[config.mk]
export PLATFORM = sky130hd
export DESIGN_NAME = pc_sequencer_ctrl
export DESIGN_NICKNAME = d
export VERILOG_FILES = /design/src/rtl/plc_seq_pkg.sv /design/src/rtl/pc_return_stack.sv /design/src/rtl/pc_sequencer_ctrl.sv
export SDC_FILE = /design/constraint.sdc
export NUM_CORES = 1
export LEC_CHECK = 0
export BUFFER_PORTS_ARGS = -buffer_cell sky130_fd_sc_hd__buf_2
export CORE_MARGIN = 4
export CORE_UTILIZATION = 47
export CTS_CLUSTER_DIAMETER = 30
export DETAILED_ROUTE_END_ITERATION = 6
export GPL_TIMING_DRIVEN = 0
export PLACE_DENSITY_LB_ADDON = 0.08
export SLEW_MARGIN = 25
export SYNTH_ARGS = -nofsm -noshare
export SYNTH_HDL_FRONTEND = slang
export SYNTH_HIERARCHICAL = 1
export SYNTH_SLANG_ARGS = --single-unit
[constraint.sdc]
create_clock -name CLK -period 2.8 [get_ports CLK]
set_clock_uncertainty 0.15 [all_clocks]
set_input_delay 0.56 -clock CLK [delete_from_list [all_inputs] [get_ports CLK]]
set_output_delay 0.56 -clock CLK [all_outputs]
set_load 0.02 [all_outputs]
[src/rtl/plc_seq_pkg.sv]
// Shared definitions for the PLC program-counter sequencer.
// Holds the opcode map, the execute-class opcode range, the sequencer
// state encoding and the opcode field width. No ports.
package plc_seq_pkg;

  localparam int OPCODE_W = 4;

  localparam logic [OPCODE_W-1:0] OP_NOP     = 4'h0;
  localparam logic [OPCODE_W-1:0] OP_EXEC_LO = 4'h1;
  localparam logic [OPCODE_W-1:0] OP_EXEC_HI = 4'h9;
  localparam logic [OPCODE_W-1:0] OP_JMP     = 4'hA;
  localparam logic [OPCODE_W-1:0] OP_JMPC    = 4'hB;
  localparam logic [OPCODE_W-1:0] OP_CALL    = 4'hC;
  localparam logic [OPCODE_W-1:0] OP_RET     = 4'hD;
  localparam logic [OPCODE_W-1:0] OP_WAIT    = 4'hE;
  localparam logic [OPCODE_W-1:0] OP_HALT    = 4'hF;

  typedef enum logic [1:0] {
    ST_RUN  = 2'd0,
    ST_WAIT = 2'd1,
    ST_HALT = 2'd2
  } seq_state_e;

endpackage

[src/rtl/pc_return_stack.sv]
// Return-address stack for CALL/RET.
// Ports: clk, rst (async, active-high), push/push_data write entry [sp]
// then sp++; pop reads entry [sp-1] (pop_data, combinational) then sp--.
// full/empty flags, sp exposed for observation. A push while full or a
// pop while empty leaves the stack untouched.
module pc_return_stack
  import plc_seq_pkg::*;
#(
  parameter int CounterBits = 6,
  parameter int StackDepth  = 4,
  localparam int SpW        = $clog2(StackDepth + 1)
) (
  input  logic                   clk,
  input  logic                   rst,
  input  logic                   push,
  input  logic                   pop,
  input  logic [CounterBits-1:0] push_data,
  output logic [CounterBits-1:0] pop_data,
  output logic                   full,
  output logic                   empty,
  output logic [SpW-1:0]         sp
);

  localparam int IdxW = (StackDepth > 1) ? $clog2(StackDepth) : 1;

  logic [CounterBits-1:0] mem [StackDepth];
  logic [IdxW-1:0]        wr_idx;
  logic [IdxW-1:0]        rd_idx;

  assign wr_idx   = IdxW'(sp);
  assign rd_idx   = IdxW'(sp - 1'b1);
  assign full     = (sp == SpW'(StackDepth));
  assign empty    = (sp == '0);
  // Guard the read so an empty stack never indexes past the array.
  assign pop_data = empty ? '0 : mem[rd_idx];

  always_ff @(posedge clk or posedge rst) begin
    if (rst) begin
      sp <= '0;
      for (int i = 0; i < StackDepth; i++) mem[i] <= '0;
    end else if (push && !full) begin
      mem[wr_idx] <= push_data;
      sp          <= sp + 1'b1;
    end else if (pop && !empty) begin
      sp <= sp - 1'b1;
    end
  end

endmodule

[src/rtl/pc_sequencer_ctrl.sv]
// Decode/control stage behind the PLC program counter.
// Decodes the program-memory word for the current PC and steers the
// counter (PC_SetJmp / PC_SetStop / PC_JMPAddr, combinational), runs
// JMP/JMPC/CALL/RET/WAIT/HALT flow control and forwards execute-class
// words (opcodes 0x1-0x9) registered to the execute stage.
// Ports: CLK, CPU_SetReset (async, active-high), PC_Counter, Instr_In,
// Cond_Flag, CPU_Run (sampled only in HALT), PC_JMPAddr, PC_SetJmp,
// PC_SetStop, Exec_Instr, Exec_Valid, Stack_Err (sticky), plus the
// observation outputs Dbg_State (FSM state) and Dbg_Sp (stack pointer).
// Exec_Valid/Exec_Instr: a one-way valid with no back-pressure; the word
// is present for exactly the one cycle Exec_Valid is high.
// Build option: define PC_CALLSTACK_EN to include the return stack;
// without it CALL/RET are illegal ops (PC advances, Stack_Err set).
module pc_sequencer_ctrl
  import plc_seq_pkg::*;
#(
  parameter int CounterBits = 6,
  parameter int InstrBits   = 16,
  parameter int StackDepth  = 4,
  localparam int SpW        = $clog2(StackDepth + 1)
) (
  input  logic                   CLK,
  input  logic                   CPU_SetReset,
  input  logic [CounterBits-1:0] PC_Counter,
  input  logic [InstrBits-1:0]   Instr_In,
  input  logic                   Cond_Flag,
  input  logic                   CPU_Run,
  output logic [CounterBits-1:0] PC_JMPAddr,
  output logic                   PC_SetJmp,
  output logic                   PC_SetStop,
  output logic [InstrBits-1:0]   Exec_Instr,
  output logic                   Exec_Valid,
  output logic                   Stack_Err,
  output logic [1:0]             Dbg_State,
  output logic [SpW-1:0]         Dbg_Sp
);

  seq_state_e             state, next_state;
  logic [CounterBits-1:0] cnt, next_cnt;
  logic [OPCODE_W-1:0]    opcode;
  logic [CounterBits-1:0] operand;
  logic                   exec_load;
  logic                   err_set;

  assign opcode    = Instr_In[InstrBits-1 -: OPCODE_W];
  assign operand   = Instr_In[CounterBits-1:0];
  assign Dbg_State = state;

`ifdef PC_CALLSTACK_EN
  logic                   stk_push, stk_pop, stk_full, stk_empty;
  logic [CounterBits-1:0] stk_top, ret_addr;

  // Return address wraps naturally at 2^CounterBits.
  assign ret_addr = PC_Counter + 1'b1;

  pc_return_stack #(
    .CounterBits (CounterBits),
    .StackDepth  (StackDepth)
  ) u_stack (
    .clk       (CLK),
    .rst       (CPU_SetReset),
    .push      (stk_push),
    .pop       (stk_pop),
    .push_data (ret_addr),
    .pop_data  (stk_top),
    .full      (stk_full),
    .empty     (stk_empty),
    .sp        (Dbg_Sp)
  );
`else
  logic unused_pc;
  assign unused_pc = ^PC_Counter;
  assign Dbg_Sp    = '0;
`endif

  always_comb begin
    next_state = state;
    next_cnt   = cnt;
    PC_SetJmp  = 1'b0;
    PC_SetStop = 1'b0;
    PC_JMPAddr = '0;
    exec_load  = 1'b0;
    err_set    = 1'b0;
`ifdef PC_CALLSTACK_EN
    stk_push   = 1'b0;
    stk_pop    = 1'b0;
`endif
    case (state)
      ST_RUN: begin
        if ((opcode >= OP_EXEC_LO) && (opcode <= OP_EXEC_HI)) begin
          exec_load = 1'b1;
        end else begin
          case (opcode)
            OP_JMP: begin
              PC_SetJmp  = 1'b1;
              PC_JMPAddr = operand;
            end
            OP_JMPC: begin
              if (Cond_Flag) begin
                PC_SetJmp  = 1'b1;
                PC_JMPAddr = operand;
              end
            end
            OP_CALL: begin
`ifdef PC_CALLSTACK_EN
              if (!stk_full) begin
                stk_push   = 1'b1;
                PC_SetJmp  = 1'b1;
                PC_JMPAddr = operand;
              end else begin
                err_set = 1'b1;
              end
`else
              err_set = 1'b1;
`endif
            end
            OP_RET: begin
`ifdef PC_CALLSTACK_EN
              if (!stk_empty) begin
                stk_pop    = 1'b1;
                PC_SetJmp  = 1'b1;
                PC_JMPAddr = stk_top;
              end else begin
                err_set = 1'b1;
              end
`else
              err_set = 1'b1;
`endif
            end
            OP_WAIT: begin
              // The decode cycle is the first held edge, so N-1 remain.
              if (operand != '0) begin
                PC_SetStop = 1'b1;
                next_cnt   = operand - 1'b1;
                next_state = ST_WAIT;
              end
            end
            OP_HALT: begin
              PC_SetStop = 1'b1;
              next_state = ST_HALT;
            end
            default: ;
          endcase
        end
      end
      ST_WAIT: begin
        if (cnt != '0) begin
          PC_SetStop = 1'b1;
          next_cnt   = cnt - 1'b1;
        end else begin
          next_state = ST_RUN;
        end
      end
      ST_HALT: begin
        if (CPU_Run) next_state = ST_RUN;
        else         PC_SetStop = 1'b1;
      end
      default: next_state = ST_RUN;
    endcase
    // Reset forces the counter controls quiet even though state reads RUN.
    if (CPU_SetReset) begin
      PC_SetJmp  = 1'b0;
      PC_SetStop = 1'b0;
      PC_JMPAddr = '0;
`ifdef PC_CALLSTACK_EN
      stk_push   = 1'b0;
      stk_pop    = 1'b0;
`endif
    end
  end

  always_ff @(posedge CLK or posedge CPU_SetReset) begin
    if (CPU_SetReset) begin
      state      <= ST_RUN;
      cnt        <= '0;
      Exec_Valid <= 1'b0;
      Exec_Instr <= '0;
      Stack_Err  <= 1'b0;
    end else begin
      state      <= next_state;
      cnt        <= next_cnt;
      Exec_Valid <= exec_load;
      if (exec_load) Exec_Instr <= Instr_In;
      Stack_Err  <= Stack_Err | err_set;
    end
  end

endmodule

Word-level counts from Yosys, hierarchy flattened:

Cells that the tools add are included.

* register bits: 26
* bits of input ports: 26
* output and inout bits: 31
* logic and storage cells: 67

* add/subtract/negate cells: 2
* magnitude comparators: 2
* equality and inequality tests: 16
* multiplexer cells: 33
* bitwise operators: 1
* reduce and logical (&&, ||, !) cells: 8

Operators by type and width (count)
* $mux W6: 8
* $eq A4 B4 Y1 const B: 6
* $pmux W6 S2: 2
* $mux W1: 14
* $reduce_bool A6 Y1: 2
* $sub A6 B1 Y6 const B: 2
* $ne A2 B2 Y1 const B: 5
* $reduce_and A5 Y1: 2
* $mux W2: 4
* $pmux W2 S3: 1
* $ge A4 B1 Y1 const B: 1
* $le A4 B4 Y1 const B: 1
* $pmux W1 S2: 2
* $pmux W2 S2: 1
* $ne A3 B1 Y1 const B: 1
* $ne A3 B3 Y1 const B: 1
* $pmux W1 S3: 1
* $eq A2 B1 Y1 const B: 1
* $eq A2 B2 Y1 const B: 1
* $logic_not A2 Y1: 1
* $ne A2 B1 Y1 const B: 1
* $reduce_bool A2 Y1: 1
* $reduce_or A2 Y1: 1
* $logic_and A1 B1 Y1: 1
* $or A1 B1 Y1: 1

Depth between registers and ports, before layout:

Gate-level depths: netlist (run 1).

* depth in word-level cells: 6
* depth in mapped cells: 8
* mapped depth without buffers: 7

Worst setup path before layout (run 1):

OpenSTA, ideal clock, no wires.

* path type: reg2out
* start point: register state[1] (netlist: Dbg_State[1])
* end point: output PC_JMPAddr[0]
* arrival time: 1.705 ns
* required time: 2.090 ns
* path slack: 0.385 ns
* cell stages (with the launch flop): 5
* path buffers: 0
* cell sequence: dfrtp_1 > nor2_1 > o2111ai_1 > nor2_1 > and2_1

* word-level cells in the longest chain between the ends: 3

Ends and longest elaborated chain
* start, declared: RTL line pc_sequencer_ctrl.sv:38 `seq_state_e state, next_state;`
* start signal, assigned: RTL line pc_sequencer_ctrl.sv:180 `state <= next_state;`
* $logic_not A2 Y1: RTL line pc_sequencer_ctrl.sv:88 `case (state)`
* $mux W6: RTL line pc_sequencer_ctrl.sv:88
* $mux W6: RTL line pc_sequencer_ctrl.sv:161 `if (CPU_SetReset) begin`
* end, declared: RTL line pc_sequencer_ctrl.sv:28 `output logic [CounterBits-1:0] PC_JMPAddr,`

Every way passes these cells.

Worst setup path after layout (run 1):

* start point: register cnt[5]
* end point: output PC_SetStop

* word-level cells in the longest chain between the ends: 4

Ends and longest elaborated chain
* start, declared: RTL line pc_sequencer_ctrl.sv:39 `logic [CounterBits-1:0] cnt, next_cnt;`
* start signal, assigned: RTL line pc_sequencer_ctrl.sv:181 `cnt <= next_cnt;`
* $reduce_bool A6 Y1: RTL line pc_sequencer_ctrl.sv:147 `if (cnt != '0) begin`
* $mux W1: RTL line pc_sequencer_ctrl.sv:147
* $pmux W1 S3: RTL line pc_sequencer_ctrl.sv:88
* $mux W1: RTL line pc_sequencer_ctrl.sv:161
* end, declared: RTL line pc_sequencer_ctrl.sv:30 `output logic PC_SetStop,`

Every way passes these cells.

==> impl_metrics.json, run 1 <==
{
  "grt_use_met1_pct": 22.06,
  "syn_avg_cell_area_sq_um": 8.610,
  "final_nets": 241,
  "viasPerCell": 5.254,
  "drt_iter0_markers": 96,
  "crit_required_ns": 2.09,
  "cp-start-kind": "register",
  "cts_tree": "yes",
  "grtUsageTotal_pct": 17.96,
  "status": "finished, final reports clean",
  "worst_slack_ns": 0.1385,
  "cts_sinks": 26,
  "num_rows": 19,
  "clockBufferDepth": 2,
  "yosysSeqAreaShare_pct": 47.23,
  "max_stage_delay_ns": 0.59,
  "clk_latency_ns": 0.32,
  "use_met3_pct": 4.324,
  "place_hpwl_mm": 2.556,
  "hold_class": "in -> async",
  "via_count": 1282,
  "grt_max_degree": 27,
  "drive_gt1_share_pct": 31.46,
  "post-cts-setup-buffers": 0,
  "start_util_pct": 49.53,
  "hold_viol": 0,
  "worst-path-max-fanout": 3,
  "synth_top_area_share_pct": 47.23,
  "synth-seq-cells": 26,
  "synthCells": 160,
  "holdWs_ns": 0.1249,
  "cts_root_buffer": "clkbuf_4",
  "cts_made_buffers": 3,
  "yosys_warnings": 6,
  "reg2reg_from": "Dbg_State[0]$_DFFE_PP0P_",
  "fillers": 262,
  "rsz0062_at_grt": "false",
  "reg2reg_setup_slack_ns": 0.26,
  "slew_viol_final": 0,
  "area_growth_pct": 24.98,
  "layout_common_cells": "buf_2, nand2_1, dfrtp_1",
  "max_freq_ghz": 0.3757,
  "crit_type": "reg -> out",
  "overflow": 0,
  "period_minus_slack_ns": 2.661,
  "ant_nets": 0,
  "place_congestion": 0.9274,
  "powerDensity_mw_per_mm2": 1045,
  "tightestPinTransition_ns": 0.5314,
  "grt_pass1_vias": 1250,
  "portBuffers": 47,
  "final_common_cell": "buf_2",
  "crit_arrival_ns": 1.95,
  "io-pin-count": 57,
  "first_pass_iters": 5,
  "die_x_um": 62.14,
  "yosysUniqueCellTypes": 38,
  "wl_per_cell_um": 13.43,
  "fin_tns_setup_ns": 0,
  "cp_common_cell": "a21oi_1",
  "crit_chain": "or4_1, o31ai_2, a21oi_1, a21oi_1, nor2_1, buf_2",
  "yosysTopAreaCell": "dfrtp_1",
  "syn_area_sq_mm": 0.001378,
  "cp_slowest_cell": "or4_1",
  "regToRegEndpoint": "cnt[4]$_DFFE_PP0P_",
  "top_usage_layer": "met2",
  "relSlewSlack_pct": 64.52,
  "r2r_cells": 8,
  "cp-end-kind": "output port",
  "diodes": 0,
  "drc": 0,
  "finalSetupViolCount": 0,
  "total_leakage_power_nw": 0.9335,
  "grt_pass1_wl_mm": 5.768,
  "vdd_drop_max_uv": 701.4,
  "period_share_pct": 95.05,
  "yosys-top-cells-area": "dfrtp_1, nand2_1, nor2_1",
  "fp.coreArea_sq_mm": 0.002781,
  "use_met2_pct": 31.87,
  "antenna_found_initial": 0,
  "finalWirelength_mm": 3.278,
  "die-area_sq_mm": 0.003861,
  "max_cap_violations": 0,
  "htreeDepth": 1,
  "clkTransAtPathRegs_ns": 0.15,
  "dpl_worst_slack_ns": 0.1695,
  "die_h_um": 62.14
}
-- worst max-delay path, delay by kind of cell (launching register included) --
| kind | cells | cell delay (ns) |
|---|---|---|
| buffers and inverters | 1 | 0.15 |
| AOI/OAI and AO/OA | 3 | 0.41 |
| DFF | 1 | 0.43 |
| and+or+nand+nor | 2 | 0.64 |
-- kinds of logic (layout without fill, tap and decap cells) --
logic type                 Yosys count  count (layout)  synth area share, %
adders and majority gates            1               1               0.9081
AOI/OAI and AO/OA                   32              32                16.62
buffers and inverters               15              66                5.631
other                                1               3               0.2722
and+or+nand+nor                     81              81                26.16
muxes                                3               3                2.543
xor gates and xnor gates             1               1               0.6359
DFF                                 26              26                47.23
-- cells in the mapped netlist --
master,n
mux2_4,1
buf_2,2
nor3_1,3
or2_2,1
and2_1,6
and3_1,1
dfrtp_1,26
buf_6,1
o21ai_0,7
xnor2_1,1
a31oi_1,1
nand4_1,1
nor2_1,15
clkbuf_1,1
o31ai_1,3
a21o_1,1
nand2b_1,1
o2111ai_1,1
or4_1,2
or3_1,1
or4_4,1
buf_4,3
conb_1,1
nor2b_1,2
nand2_1,44
mux2i_1,2
o22ai_2,1
o211ai_4,1
nand3_1,2
ha_1,1
a21oi_1,9
o211ai_1,3
o21ai_1,1
o211a_1,2
a41o_1,1
inv_1,8
a211oi_2,1
nor4_1,1
-- power by group --
part           internal, W  leakage (nW)  switching [W]  total [W]
Sequential        0.000542         0.313       0.000123   0.000665
Combinational     0.000324         0.593       0.000552   0.000876
Clock             0.000145        0.0279       0.000114   0.000259
-- through the flow --
step | utilization (%) | instances | total power (W) | cell area (sq um)
floorplan | - | 162 | 0.001270 | 1385
global placement | 59.65 | 240 | 0.001513 | 1659
detailed placement | 59.65 | 240 | 0.001550 | 1659
CTS | 61.54 | 244 | 0.001809 | 1712
global route | 61.90 | 244 | 0.001951 | 1722
finish | 61.90 | 244 | 0.001800 | 1722
-- registers in the layout, summed over array words and instances (netlist names) --
signal,cells
cnt,6
Exec_Valid,1
Stack_Err,1
Exec_Instr,16
Dbg_State,2
-- timing repair --
item | in CTS | in global routing
gates resized for setup | 0 | 3
setup endpoints to repair | 0 | 8
hold buffers | 0 | 0
-- how the worst max path moves through the flow --
stage,from,end,slack (ns)
2_1_floorplan,Dbg_State[1]$_DFFE_PP0P_,PC_JMPAddr[0],0.39
3_5_place_dp,Instr_In[3],PC_SetStop,0.17
3_3_place_gp,Instr_In[3],PC_SetStop,0.18
5_1_grt,cnt[5]$_DFFE_PP0P_,PC_SetStop,0.01
6_report,cnt[5]$_DFFE_PP0P_,PC_SetStop,0.14
4_1_cts,Dbg_State[1]$_DFFE_PP0P_,PC_JMPAddr[5],0.06
-- metal layers --
metal | up-vias | routed length, um
met1 | 591 | 1404
li1 | 641 | -
met2 | 48 | 1626
met5 | - | 0
met3 | 2 | 232
met4 | 0 | 14
-- cell type report --
type	count	area (sq um)	area share (%)
plain buffers	7	47.55	2.762
clock buffers	3	22.52	1.308
clock inverters	1	30.03	1.744
inverters	8	30.03	1.744
multi-input cells	121	666.9	38.74
flip-flops and latches	26	650.6	37.79
well taps	31	38.79	2.253
repair buffers	47	235.2	13.66
(Power assumes the default switching activity.)
==> run 2, diff against run 1 <==
--- a/config.mk
+++ b/config.mk
@@ -12,8 +12,6 @@
 export DETAILED_ROUTE_END_ITERATION = 6
 export GPL_TIMING_DRIVEN = 0
 export PLACE_DENSITY_LB_ADDON = 0.08
-export SLEW_MARGIN = 25
 export SYNTH_ARGS = -nofsm -noshare
 export SYNTH_HDL_FRONTEND = slang
-export SYNTH_HIERARCHICAL = 1
 export SYNTH_SLANG_ARGS = --single-unit
==> impl_metrics.json, run 2 <==
{
  "rsz0062_at_grt": "false",
  "vdd_drop_max_uv": 699.5,
  "final_common_cell": "buf_2",
  "period_share_pct": 95.07,
  "regToRegEndpoint": "cnt[4]$_DFFE_PP0P_",
  "multiInputGateArea_sq_um": 666.9,
  "die_x_um": 62.14,
  "drive_gt1_share_pct": 30.99,
  "final_nets": 241,
  "grtUsageTotal_pct": 17.96,
  "fp.coreArea_sq_mm": 0.002781,
  "cp-start-kind": "register",
  "powerDensity_mw_per_mm2": 1045,
  "tightestPinTransition_ns": 0.9610,
  "yosys-top-cells-area": "dfrtp_1, nand2_1, nor2_1",
  "cts_root_buffer": "clkbuf_4",
  "io-pin-count": 57,
  "synth-seq-cells": 26,
  "fin_tns_setup_ns": 0,
  "finalSetupViolCount": 0,
  "crit_arrival_ns": 1.95,
  "ctsHoldBuffers": 0,
  "clockBufferDepth": 2,
  "place_hpwl_mm": 2.556,
  "grt_max_degree": 27,
  "synthCells": 160,
  "antenna_found_initial": 0,
  "crit_end": "PC_SetStop",
  "post-cts-setup-buffers": 0,
  "synth-edff-count": 0,
  "hold_class": "in -> reg",
  "viasPerCell": 5.270,
  "yosysUniqueCellTypes": 38,
  "total_leakage_power_nw": 0.9346,
  "layout_common_cells": "buf_2, nand2_1, dfrtp_1",
  "reg2reg_from": "Dbg_State[0]$_DFFE_PP0P_",
  "hold_viol": 0,
  "cp-end-kind": "output port",
  "overflow": 0,
  "clk_latency_ns": 0.32,
  "worst_slack_ns": 0.1380,
  "dpl_worst_slack_ns": 0.1695,
  "portBuffers": 47,
  "crit_type": "reg -> out",
  "yosys_warnings": 0,
  "drc": 0,
  "wl_per_cell_um": 13.43,
  "syn_area_sq_mm": 0.001378,
  "synth_top_area_share_pct": 47.23,
  "diodes": 0,
  "finalWirelength_mm": 3.278,
  "grt_pass1_wl_mm": 5.768,
  "place_congestion": 0.9274,
  "synthTopCellsByCount": "nand2_1, dfrtp_1, nor2_1, a21oi_1, inv_1",
  "regArea_sq_um": 650.6,
  "worst-path-max-fanout": 3,
  "die_h_um": 62.14,
  "clkTransAtPathRegs_ns": 0.15,
  "final_core_util_pct": 61.90,
  "via_count": 1286,
  "period_minus_slack_ns": 2.662,
  "cts_resized": 0,
  "crit_start": "cnt[5]$_DFFE_PP0P_",
  "r2r_cells": 8,
  "relSlewSlack_pct": 35.86,
  "slew_viol_final": 0,
  "htreeDepth": 1,
  "die-area_sq_mm": 0.003861,
  "async_flop_share_pct": 100.0,
  "first_pass_iters": 5,
  "crit_required_ns": 2.09,
  "ant_nets": 0,
  "start_util_pct": 49.53,
  "synthFlopType": "dfrtp_1",
  "grt_pass1_vias": 1250,
  "largest_register": "Exec_Instr",
  "largest_reg_flops": 16,
  "yosysTopAreaCell": "dfrtp_1",
  "cts_tree": "yes",
  "max_cap_violations": 0,
  "cts_sinks": 26,
  "fillers": 262,
  "syn_avg_cell_area_sq_um": 8.610,
  "status": "finished, final reports clean",
  "drt_iter0_markers": 96,
  "num_rows": 19,
  "cts_made_buffers": 3,
  "max_freq_ghz": 0.3757,
  "area_growth_pct": 24.98,
  "reg2reg_setup_slack_ns": 0.25,
  "yosysSeqAreaShare_pct": 47.23,
  "yosys.cell_count.top_type": "nand2_1"
}
-- run 2: cell counts in the layout (fill, tap and decap cells not counted) --
Identical to the previous run, type by type.
-- run 2: layout make-up --
class | instances | area share, %
clock inverters | 1 | 1.744
multi-input cells | 121 | 38.74
clock buffers | 3 | 1.308
well taps | 31 | 2.253
repair buffers | 47 | 13.66
flip-flops and latches | 26 | 37.79
plain buffers | 7 | 2.762
inverters | 8 | 1.744
-- run 2: routing by layer --
layer / GRT usage (%) / vias up / wire [um]
met5: 0 / - / 0
met1: 22.06 / 594 / 1404
met3: 4.324 / 2 / 244
met2: 31.87 / 51 / 1614
met4: 3.252 / 0 / 14
li1: - / 639 / -
-- run 2: where the power goes --
part	switching, W	leakage (nW)	total, W	internal (W)
Combinational	0.000552	0.594	0.000876	0.000324
Clock	0.000114	0.0279	0.000259	0.000145
Sequential	0.000123	0.313	0.000665	0.000542
Total	0.000789	0.935	0.00180	0.00101
-- run 2: critical path, cell delays in order, from the launching register on --
cell and delay (ns):
dfrtp_1 0.43, or4_1 0.59, o31ai_2 0.19, a21oi_1 0.09, a21oi_1 0.13, nor2_1 0.05
buf_2 0.15
-- run 2: how the worst min path moves through the flow --
stage	from	end	slack, ns	depth (start not counted)
after floorplan	cnt[0]$_DFFE_PP0P_	cnt[0]$_DFFE_PP0P_	0.36	1
after global placement	Stack_Err$_DFF_PP0_	Stack_Err$_DFF_PP0_	0.30	1
after detailed placement	Exec_Instr[5]$_DFFE_PP0P_	Exec_Instr[5]$_DFFE_PP0P_	0.31	2
after CTS	Instr_In[8]	Exec_Instr[8]$_DFFE_PP0P_	0.25	3
after global routing	Instr_In[8]	Exec_Instr[8]$_DFFE_PP0P_	0.24	3
final	Instr_In[9]	Exec_Instr[9]$_DFFE_PP0P_	0.26	3
-- run 2: through the flow --
step	area, sq um	power, W	hold WS [ns]	instances
6_report	1722	0.001800	0.2634	244
5_1_grt	1722	0.001951	0.2442	244
4_1_cts	1712	0.001809	0.2532	244
3_3_place_gp	1659	0.001513	0.2977	240
3_5_place_dp	1659	0.001550	0.3077	240
2_1_floorplan	1385	0.001270	0.3595	162
-- run 2: kinds of logic after synthesis --
| logic type | count (synthesis) | share of synthesized area (%) |
|---|---|---|
| other cells | 1 | 0.2722 |
| mux | 3 | 2.543 |
| compound gates | 32 | 16.62 |
| fa+ha+maj | 1 | 0.9081 |
| flops | 26 | 47.23 |
| buf+inv | 15 | 5.631 |
| simple gates | 81 | 26.16 |
| xor+xnor | 1 | 0.6359 |
